[src/rtl/command_router_pkg.sv]
// Shared types and response codes for the command router slice.
package command_router_pkg;

  typedef logic [7:0] byte_t;

  localparam byte_t RESP_ERR_OPCODE  = 8'hE0;
  localparam byte_t RESP_ERR_TIMEOUT = 8'hE1;
  localparam byte_t RESP_ACK         = 8'hAC;

endpackage

[src/rtl/command_router_if.sv]
// Host byte stream, response stream and payload channels of the command router.
// All streams use valid/ready: a beat transfers on a clock edge where both are high;
// the source holds data stable while valid is high and ready is low.
interface command_router_if #(
  parameter int NUM_CH            = 4,
  parameter int MAX_PAYLOAD_BYTES = 32
) ();
  import command_router_pkg::*;

  logic                           cmd_in_valid;
  logic                           cmd_in_ready;
  byte_t                          cmd_in_data;
  logic                           cmd_out_valid;
  logic                           cmd_out_ready;
  byte_t                          cmd_out_data;
  logic [NUM_CH-1:0]              ch_valid;
  logic [NUM_CH-1:0]              ch_ready;
  logic [8*MAX_PAYLOAD_BYTES-1:0] ch_data;
  byte_t                          ch_ctx;

  modport master (
    output cmd_in_valid, cmd_in_data, cmd_out_ready, ch_ready,
    input  cmd_in_ready, cmd_out_valid, cmd_out_data, ch_valid, ch_data, ch_ctx
  );

  modport slave (
    input  cmd_in_valid, cmd_in_data, cmd_out_ready, ch_ready,
    output cmd_in_ready, cmd_out_valid, cmd_out_data, ch_valid, ch_data, ch_ctx
  );

endinterface

[src/rtl/command_router_payload_assembler.sv]
// Byte counter plus payload register; byte k of a frame lands in data[8k+:8].
module command_router_payload_assembler
  import command_router_pkg::*;
#(
  parameter  int MAX_PAYLOAD_BYTES = 32,
  localparam int CW                = $clog2(MAX_PAYLOAD_BYTES + 1)
) (
  input  logic                           clk,
  input  logic                           rst,
  input  logic                           clear,
  input  logic                           load,
  input  byte_t                          din,
  input  logic [CW-1:0]                  len,
  output logic                           done,
  output logic [8*MAX_PAYLOAD_BYTES-1:0] data
);

  logic [CW-1:0] count;

  // High when the next loaded byte completes a payload of length len.
  assign done = (count + CW'(1)) == len;

  always_ff @(posedge clk or posedge rst) begin
    if (rst) begin
      count <= '0;
      data  <= '0;
    end else if (clear) begin
      count <= '0;
      data  <= '0;
    end else if (load) begin
      data[8*int'(count) +: 8] <= din;
      count                    <= count + CW'(1);
    end
  end

endmodule

[src/rtl/command_router.sv]
// Byte-stream command decoder: frames opcode+payload and dispatches it on one of NUM_CH channels.
// Define COMMAND_ROUTER_ACK_EN to answer each dispatch and SET_CONTEXT with an 8'hAC response.
module command_router
  import command_router_pkg::*;
#(
  parameter int    NUM_CH            = 4,
  parameter int    MAX_PAYLOAD_BYTES = 32,
  parameter byte_t CH_OPCODE [NUM_CH] = '{8'hA1, 8'hB0, 8'hC0, 8'hC1},
  parameter int    CH_LEN    [NUM_CH] = '{24, 20, 0, 4},
  parameter byte_t CTX_OPCODE        = 8'hA0,
  parameter int    TIMEOUT_CYCLES    = 65535
) (
  input  logic                   clk,
  input  logic                   rst,
  command_router_if.slave        bus,
  output logic [1:0]             dbg_state
);

  localparam int CW = $clog2(MAX_PAYLOAD_BYTES + 1);
  localparam int TW = (TIMEOUT_CYCLES > 0) ? $clog2(TIMEOUT_CYCLES + 1) : 1;
  localparam int SW = (NUM_CH > 1) ? $clog2(NUM_CH) : 1;
  localparam logic [TW-1:0] TIMER_LAST = TW'((TIMEOUT_CYCLES > 0) ? TIMEOUT_CYCLES - 1 : 0);
`ifdef COMMAND_ROUTER_ACK_EN
  localparam bit ACK_EN = 1'b1;
`else
  localparam bit ACK_EN = 1'b0;
`endif

  for (genvar i = 0; i < NUM_CH; i++) begin : g_cfg_chk
    if (CH_LEN[i] > MAX_PAYLOAD_BYTES) begin : g_len
      $error("command_router: CH_LEN[%0d] exceeds MAX_PAYLOAD_BYTES", i);
    end
    if (CH_OPCODE[i] == CTX_OPCODE) begin : g_ctx
      $error("command_router: CH_OPCODE[%0d] collides with CTX_OPCODE", i);
    end
    for (genvar j = i + 1; j < NUM_CH; j++) begin : g_dup
      if (CH_OPCODE[i] == CH_OPCODE[j]) begin : g_same
        $error("command_router: CH_OPCODE[%0d] duplicates CH_OPCODE[%0d]", j, i);
      end
    end
  end

  typedef enum logic [1:0] {IDLE, PAYLOAD, DISPATCH, RESP} state_t;

  state_t        state_q, state_d;
  logic          is_ctx_q, is_ctx_d;
  logic [SW-1:0] sel_q, sel_d;
  logic [CW-1:0] len_q, len_d;
  logic [TW-1:0] timer_q, timer_d;
  byte_t         resp_q, resp_d;
  byte_t         ctx_q, ctx_d;
  logic          asm_clear, asm_load, asm_done;
  logic          hit;
  logic [SW-1:0] hit_idx;
  logic [CW-1:0] hit_len;

  always_comb begin
    hit     = 1'b0;
    hit_idx = '0;
    hit_len = '0;
    for (int i = 0; i < NUM_CH; i++) begin
      if (bus.cmd_in_data == CH_OPCODE[i]) begin
        hit     = 1'b1;
        hit_idx = SW'(i);
        hit_len = CW'(CH_LEN[i]);
      end
    end
  end

  always_comb begin
    state_d           = state_q;
    is_ctx_d          = is_ctx_q;
    sel_d             = sel_q;
    len_d             = len_q;
    timer_d           = timer_q;
    resp_d            = resp_q;
    ctx_d             = ctx_q;
    asm_clear         = 1'b0;
    asm_load          = 1'b0;
    bus.cmd_in_ready  = 1'b0;
    bus.cmd_out_valid = 1'b0;
    bus.ch_valid      = '0;
    case (state_q)
      IDLE: begin
        bus.cmd_in_ready = 1'b1;
        if (bus.cmd_in_valid) begin
          timer_d = '0;
          if (bus.cmd_in_data == CTX_OPCODE) begin
            is_ctx_d = 1'b1;
            state_d  = PAYLOAD;
          end else if (hit) begin
            is_ctx_d  = 1'b0;
            sel_d     = hit_idx;
            len_d     = hit_len;
            asm_clear = 1'b1;
            state_d   = (hit_len == '0) ? DISPATCH : PAYLOAD;
          end else begin
            resp_d  = RESP_ERR_OPCODE;
            state_d = RESP;
          end
        end
      end
      PAYLOAD: begin
        bus.cmd_in_ready = 1'b1;
        if (bus.cmd_in_valid) begin
          timer_d  = '0;
          asm_load = !is_ctx_q;
          // SET_CONTEXT carries a single byte and never touches the channel payload.
          if (is_ctx_q) begin
            ctx_d = bus.cmd_in_data;
            if (ACK_EN) begin
              resp_d  = RESP_ACK;
              state_d = RESP;
            end else begin
              state_d = IDLE;
            end
          end else if (asm_done) begin
            state_d = DISPATCH;
          end
        end else if (TIMEOUT_CYCLES > 0) begin
          if (timer_q == TIMER_LAST) begin
            asm_clear = 1'b1;
            resp_d    = RESP_ERR_TIMEOUT;
            state_d   = RESP;
          end else begin
            timer_d = timer_q + TW'(1);
          end
        end
      end
      DISPATCH: begin
        bus.ch_valid = NUM_CH'(1) << sel_q;
        if (bus.ch_ready[sel_q]) begin
          if (ACK_EN) begin
            resp_d  = RESP_ACK;
            state_d = RESP;
          end else begin
            state_d = IDLE;
          end
        end
      end
      RESP: begin
        bus.cmd_out_valid = 1'b1;
        if (bus.cmd_out_ready) state_d = IDLE;
      end
      default: state_d = IDLE;
    endcase
  end

  always_ff @(posedge clk or posedge rst) begin
    if (rst) begin
      state_q  <= IDLE;
      is_ctx_q <= 1'b0;
      sel_q    <= '0;
      len_q    <= '0;
      timer_q  <= '0;
      resp_q   <= '0;
      ctx_q    <= '0;
    end else begin
      state_q  <= state_d;
      is_ctx_q <= is_ctx_d;
      sel_q    <= sel_d;
      len_q    <= len_d;
      timer_q  <= timer_d;
      resp_q   <= resp_d;
      ctx_q    <= ctx_d;
    end
  end

  command_router_payload_assembler #(
    .MAX_PAYLOAD_BYTES (MAX_PAYLOAD_BYTES)
  ) u_asm (
    .clk   (clk),
    .rst   (rst),
    .clear (asm_clear),
    .load  (asm_load),
    .din   (bus.cmd_in_data),
    .len   (len_q),
    .done  (asm_done),
    .data  (bus.ch_data)
  );

  assign bus.cmd_out_data = resp_q;
  assign bus.ch_ctx       = ctx_q;
  assign dbg_state        = state_q;

endmodule

[src/flat_wrapper.sv]
// flat-port wrapper written by rule: the top's interface ports become plain ports
module command_router_flat import command_router_pkg::*;
#(
  parameter int    NUM_CH            = 4,
  parameter int    MAX_PAYLOAD_BYTES = 32,
  parameter byte_t CH_OPCODE [NUM_CH] = '{8'hA1, 8'hB0, 8'hC0, 8'hC1},
  parameter int    CH_LEN    [NUM_CH] = '{24, 20, 0, 4},
  parameter byte_t CTX_OPCODE        = 8'hA0,
  parameter int    TIMEOUT_CYCLES    = 65535
)
  (clk, rst, dbg_state, bus_cmd_in_valid, bus_cmd_in_data, bus_cmd_out_ready, bus_ch_ready, bus_cmd_in_ready, bus_cmd_out_valid, bus_cmd_out_data, bus_ch_valid, bus_ch_data, bus_ch_ctx);
  command_router_if #(.NUM_CH(NUM_CH), .MAX_PAYLOAD_BYTES(MAX_PAYLOAD_BYTES)) bus_i ();
  input  logic clk;
  input  logic rst;
  output logic [1:0] dbg_state;
  input wire logic [$bits(bus_i.cmd_in_valid)-1:0] bus_cmd_in_valid;
  input wire logic [$bits(bus_i.cmd_in_data)-1:0] bus_cmd_in_data;
  input wire logic [$bits(bus_i.cmd_out_ready)-1:0] bus_cmd_out_ready;
  input wire logic [$bits(bus_i.ch_ready)-1:0] bus_ch_ready;
  output wire logic [$bits(bus_i.cmd_in_ready)-1:0] bus_cmd_in_ready;
  output wire logic [$bits(bus_i.cmd_out_valid)-1:0] bus_cmd_out_valid;
  output wire logic [$bits(bus_i.cmd_out_data)-1:0] bus_cmd_out_data;
  output wire logic [$bits(bus_i.ch_valid)-1:0] bus_ch_valid;
  output wire logic [$bits(bus_i.ch_data)-1:0] bus_ch_data;
  output wire logic [$bits(bus_i.ch_ctx)-1:0] bus_ch_ctx;
  assign bus_i.cmd_in_valid = bus_cmd_in_valid;
  assign bus_i.cmd_in_data = bus_cmd_in_data;
  assign bus_i.cmd_out_ready = bus_cmd_out_ready;
  assign bus_i.ch_ready = bus_ch_ready;
  assign bus_cmd_in_ready = bus_i.cmd_in_ready;
  assign bus_cmd_out_valid = bus_i.cmd_out_valid;
  assign bus_cmd_out_data = bus_i.cmd_out_data;
  assign bus_ch_valid = bus_i.ch_valid;
  assign bus_ch_data = bus_i.ch_data;
  assign bus_ch_ctx = bus_i.ch_ctx;
  command_router #(.NUM_CH(NUM_CH), .MAX_PAYLOAD_BYTES(MAX_PAYLOAD_BYTES), .CH_OPCODE(CH_OPCODE), .CH_LEN(CH_LEN), .CTX_OPCODE(CTX_OPCODE), .TIMEOUT_CYCLES(TIMEOUT_CYCLES)) u_core (.clk(clk), .rst(rst), .bus(bus_i), .dbg_state(dbg_state));
endmodule
[config.mk]
export PLATFORM = sky130hd
export DESIGN_NAME = command_router_flat
export DESIGN_NICKNAME = d
export VERILOG_FILES = /design/src/rtl/command_router_pkg.sv /design/src/rtl/command_router_if.sv /design/src/rtl/command_router_payload_assembler.sv /design/src/rtl/command_router.sv /design/src/flat_wrapper.sv
export SDC_FILE = /design/constraint.sdc
export NUM_CORES = 1
export LEC_CHECK = 0
export ABC_CLOCK_PERIOD_IN_PS = 23900
export CAP_MARGIN = 10
export CORE_MARGIN = 5
export CORE_UTILIZATION = 56
export CTS_BUF_LIST = sky130_fd_sc_hd__clkbuf_4
export CTS_CLUSTER_SIZE = 8
export DETAILED_ROUTE_END_ITERATION = 10
export PLACE_DENSITY = 0.94
export SYNTH_ARGS = -nofsm -noshare
export SYNTH_HDL_FRONTEND = slang
export SYNTH_SLANG_ARGS = --single-unit
[constraint.sdc]
create_clock -name clk -period 23.9 [get_ports clk]
set_clock_uncertainty 0.2 [all_clocks]
set_input_delay 3.585 -clock clk [delete_from_list [all_inputs] [get_ports clk]]
set_output_delay 3.585 -clock clk [all_outputs]
set_load 0.1 [all_outputs]
==> flow_summary.json <==
{
  "grt_pass1_vias": 10525,
  "area_delta_synth_final_pct": 31.71,
  "period_minus_slack_ps": 6631,
  "place_congestion": 0.9011,
  "slew-limit-headroom_pct": 24.92,
  "rows": 54,
  "max_cap_viol_count": 0,
  "drtIter0Drc": 842,
  "drc": 0,
  "dieArea_sq_um": 25210,
  "htree_num_levels": 3,
  "clk_pin_slew_ps": 60,
  "tns_ps": 0,
  "grt_pass1_wl_microns": 62040,
  "syn_area_sq_um": 12400,
  "p_per_area_nw_per_um2": 126.2,
  "critical_path_required_ps": 20110,
  "fin_cells": 1606,
  "worst_slew_pin_slew_ps": 1123,
  "ant_nets": 0,
  "ys_seq_area_share_pct": 59.55,
  "netlist_instances": 964,
  "clock_sinks": 295,
  "ioPinCount": 296,
  "wl_per_cell_microns": 24.43,
  "first_pass_iters": 7,
  "critPathMaxFanout": 10,
  "yosysWarningCount": 0,
  "numPortBuffers": 291,
  "outcome": "finished, final reports clean",
  "nets": 1299,
  "yosys_register_bits": 295,
  "critPathKind": "reg2out",
  "post_dp_cell_area_sq_um": 15460,
  "synth-async-reset-ratio_pct": 100.0,
  "synth_edf_count": 0,
  "finalSetupViolations": 0,
  "synth_cell_type_count": 67,
  "cts_tree": "done",
  "viasPerCell": 6.376,
  "cts_buffer_depth": 3,
  "finalHoldViolations": 0,
  "cts-root-buf": "clkbuf_4",
  "vdd_drop_max_uv": 136.5,
  "p_leak_uw": 0.007224,
  "finalCritPeriodShare_pct": 27.74,
  "start_kind": "flop",
  "report.final.slew_viol_count": 0,
  "rsz0062_at_grt": "no",
  "max_clock_freq_mhz": 150.8,
  "postLayoutCellArea_sq_um": 16330,
  "grtUsageTotal_pct": 30.51,
  "core_region_area_sq_um": 21820,
  "synthFlopType": "dfrtp_1",
  "clk_latency_ps": 670,
  "grt_max_degree": 138,
  "dp_hpwl_microns": 26180,
  "nFillCells": 1355,
  "num_vias": 10240,
  "antenna_found_initial": 1,
  "hp-class": "reg2reg",
  "gr-total-overflow": 0,
  "wl_microns": 39230,
  "die_h_microns": 158.8,
  "cts.repair.resized": 0,
  "cts-buffers-inserted": 73,
  "hold_buffers": 0,
  "worst-endpoint-arrival_ps": 2850,
  "critPathCaptureType": "primary output",
  "drive_gt1_share_pct": 14.64,
  "start_util_pct": 56.81,
  "syn_area_per_cell_sq_um": 12.86,
  "die_w_microns": 158.8,
  "place_inst": 1483,
  "cts_setup_buffers": 0
}
[per-layer routing]
layer  vias to the layer above  wire, microns  share of wire, %  GRT usage, %
li1                       4334              -                 -             -
met1                      5165          15400                39         40.01
met2                       642          18840                48         48.87
met3                        99           3818               9.7         9.539
met4                         0           1171               3.0         9.894
met5                         -              0                 0             0
[cells in the final DEF (no fill, tap or decap), drive strengths merged, types with 3 or more instances in the layout]
cell type	instances
ha	5
mux2	8
o211ai	4
a21oi	4
nand4	15
nand2b	6
nor3b	4
inv	10
dfrtp	295
a211oi	6
o2bb2ai	16
nor3	59
clkdlybuf4s50	291
a22o	231
clkbuf	98
o21ai	13
nand2	40
buf	6
nor4	16
nor2	53
and2	17
or3	3
clkinv	21
nor2b	10
and3	9
nand3	15
xnor2	18
o31ai	3
xor2	5
conb	4
mux2i	6
[state kept, by name, indices dropped and copies added, names as in the netlist]
| signal | flops |
|---|---|
| u_core.timer_q | 16 |
| u_core.u_asm.data | 256 |
| u_core.bus.cmd_out_data | 2 |
| u_core.len_q | 2 |
| u_core.u_asm.count | 6 |
| u_core.sel_q | 2 |
| u_core.dbg_state | 2 |
| u_core.bus.ch_ctx | 8 |
| u_core.is_ctx_q | 1 |
[Yosys cell counts (15+ instances only)]
master / instances / share of area (%)
nand2_1: 40 / 1.2
dfrtp_1: 295 / 60
xnor2_1: 18 / 1.3
nor3_2: 43 / 3.5
o2bb2ai_1: 16 / 1.1
a22o_1: 231 / 16
buf_2: 15 / 0.61
nand4_1: 15 / 0.76
clkbuf_1: 25 / 0.76
nor2_1: 53 / 1.6
and2_1: 16 / 0.81
[cell families after synthesis]
kind of cell,Yosys count,synth area share (%)
fa+ha+maj,5,0.5046
flops,295,59.55
buf+inv,70,2.604
xor+xnor,23,1.686
compound gates,296,20.98
mux,15,1.393
simple gates,259,13.25
other cells,1,0.03025
[metrics by stage]
step	util, %	power (uW)	hold WS [ps]	worst slack, ps
after global routing	74.82	2130	320.4	17040
after global placement	70.85	1634	273.0	16930
final	74.82	2061	301.2	17270
after CTS	74.81	2061	299.2	17210
after floorplan	-	1395	287.3	11970
after detailed placement	70.85	1651	278.6	16820
[worst max-delay path: stages (launching register included)]
cell and delay (ps):
dfrtp_1 490, inv_1 160, nor4_1 330, clkdlybuf4s50_1 1190
[worst paths after layout]
kind | start | end | cells past startpoint | slack, ps
setup / recovery | u_core.dbg_state[1] | bus_ch_valid[0] | 3 | 17270
setup reg to reg | u_core.u_asm.count[0] | u_core.u_asm.data[116] | 8 | 19790
hold reg to reg | u_core.u_asm.data[47] | u_core.u_asm.data[47] | 1 | 300
min in group asynchronous | rst | u_core.u_asm.data[12] | 2 | 3260
hold / removal | u_core.u_asm.data[47] | u_core.u_asm.data[47] | 1 | 300
max in group asynchronous | rst | u_core.u_asm.data[194] | 4 | 17780
[where the power goes]
part	leakage (uW)	total, uW	internal [uW]	switching (uW)
registers	0.00408	648	572	75.7
clock network	0.000512	409	202	207
logic	0.00263	1000	220	784
total	0.00722	2060	994	1070
[area by class of cell]
type	count	area [sq um]	area share, %
inverters	9	41.29	0.2529
repair buffers	297	2958	18.11
clock buffers	98	735.7	4.506
diodes	1	2.502	0.01533
multi-input cells	602	4730	28.97
flip-flops and latches	295	7382	45.21
well taps	280	350.3	2.146
clock inverters	24	128.9	0.7893
Note: power is estimated with default switching activity, not from simulation.
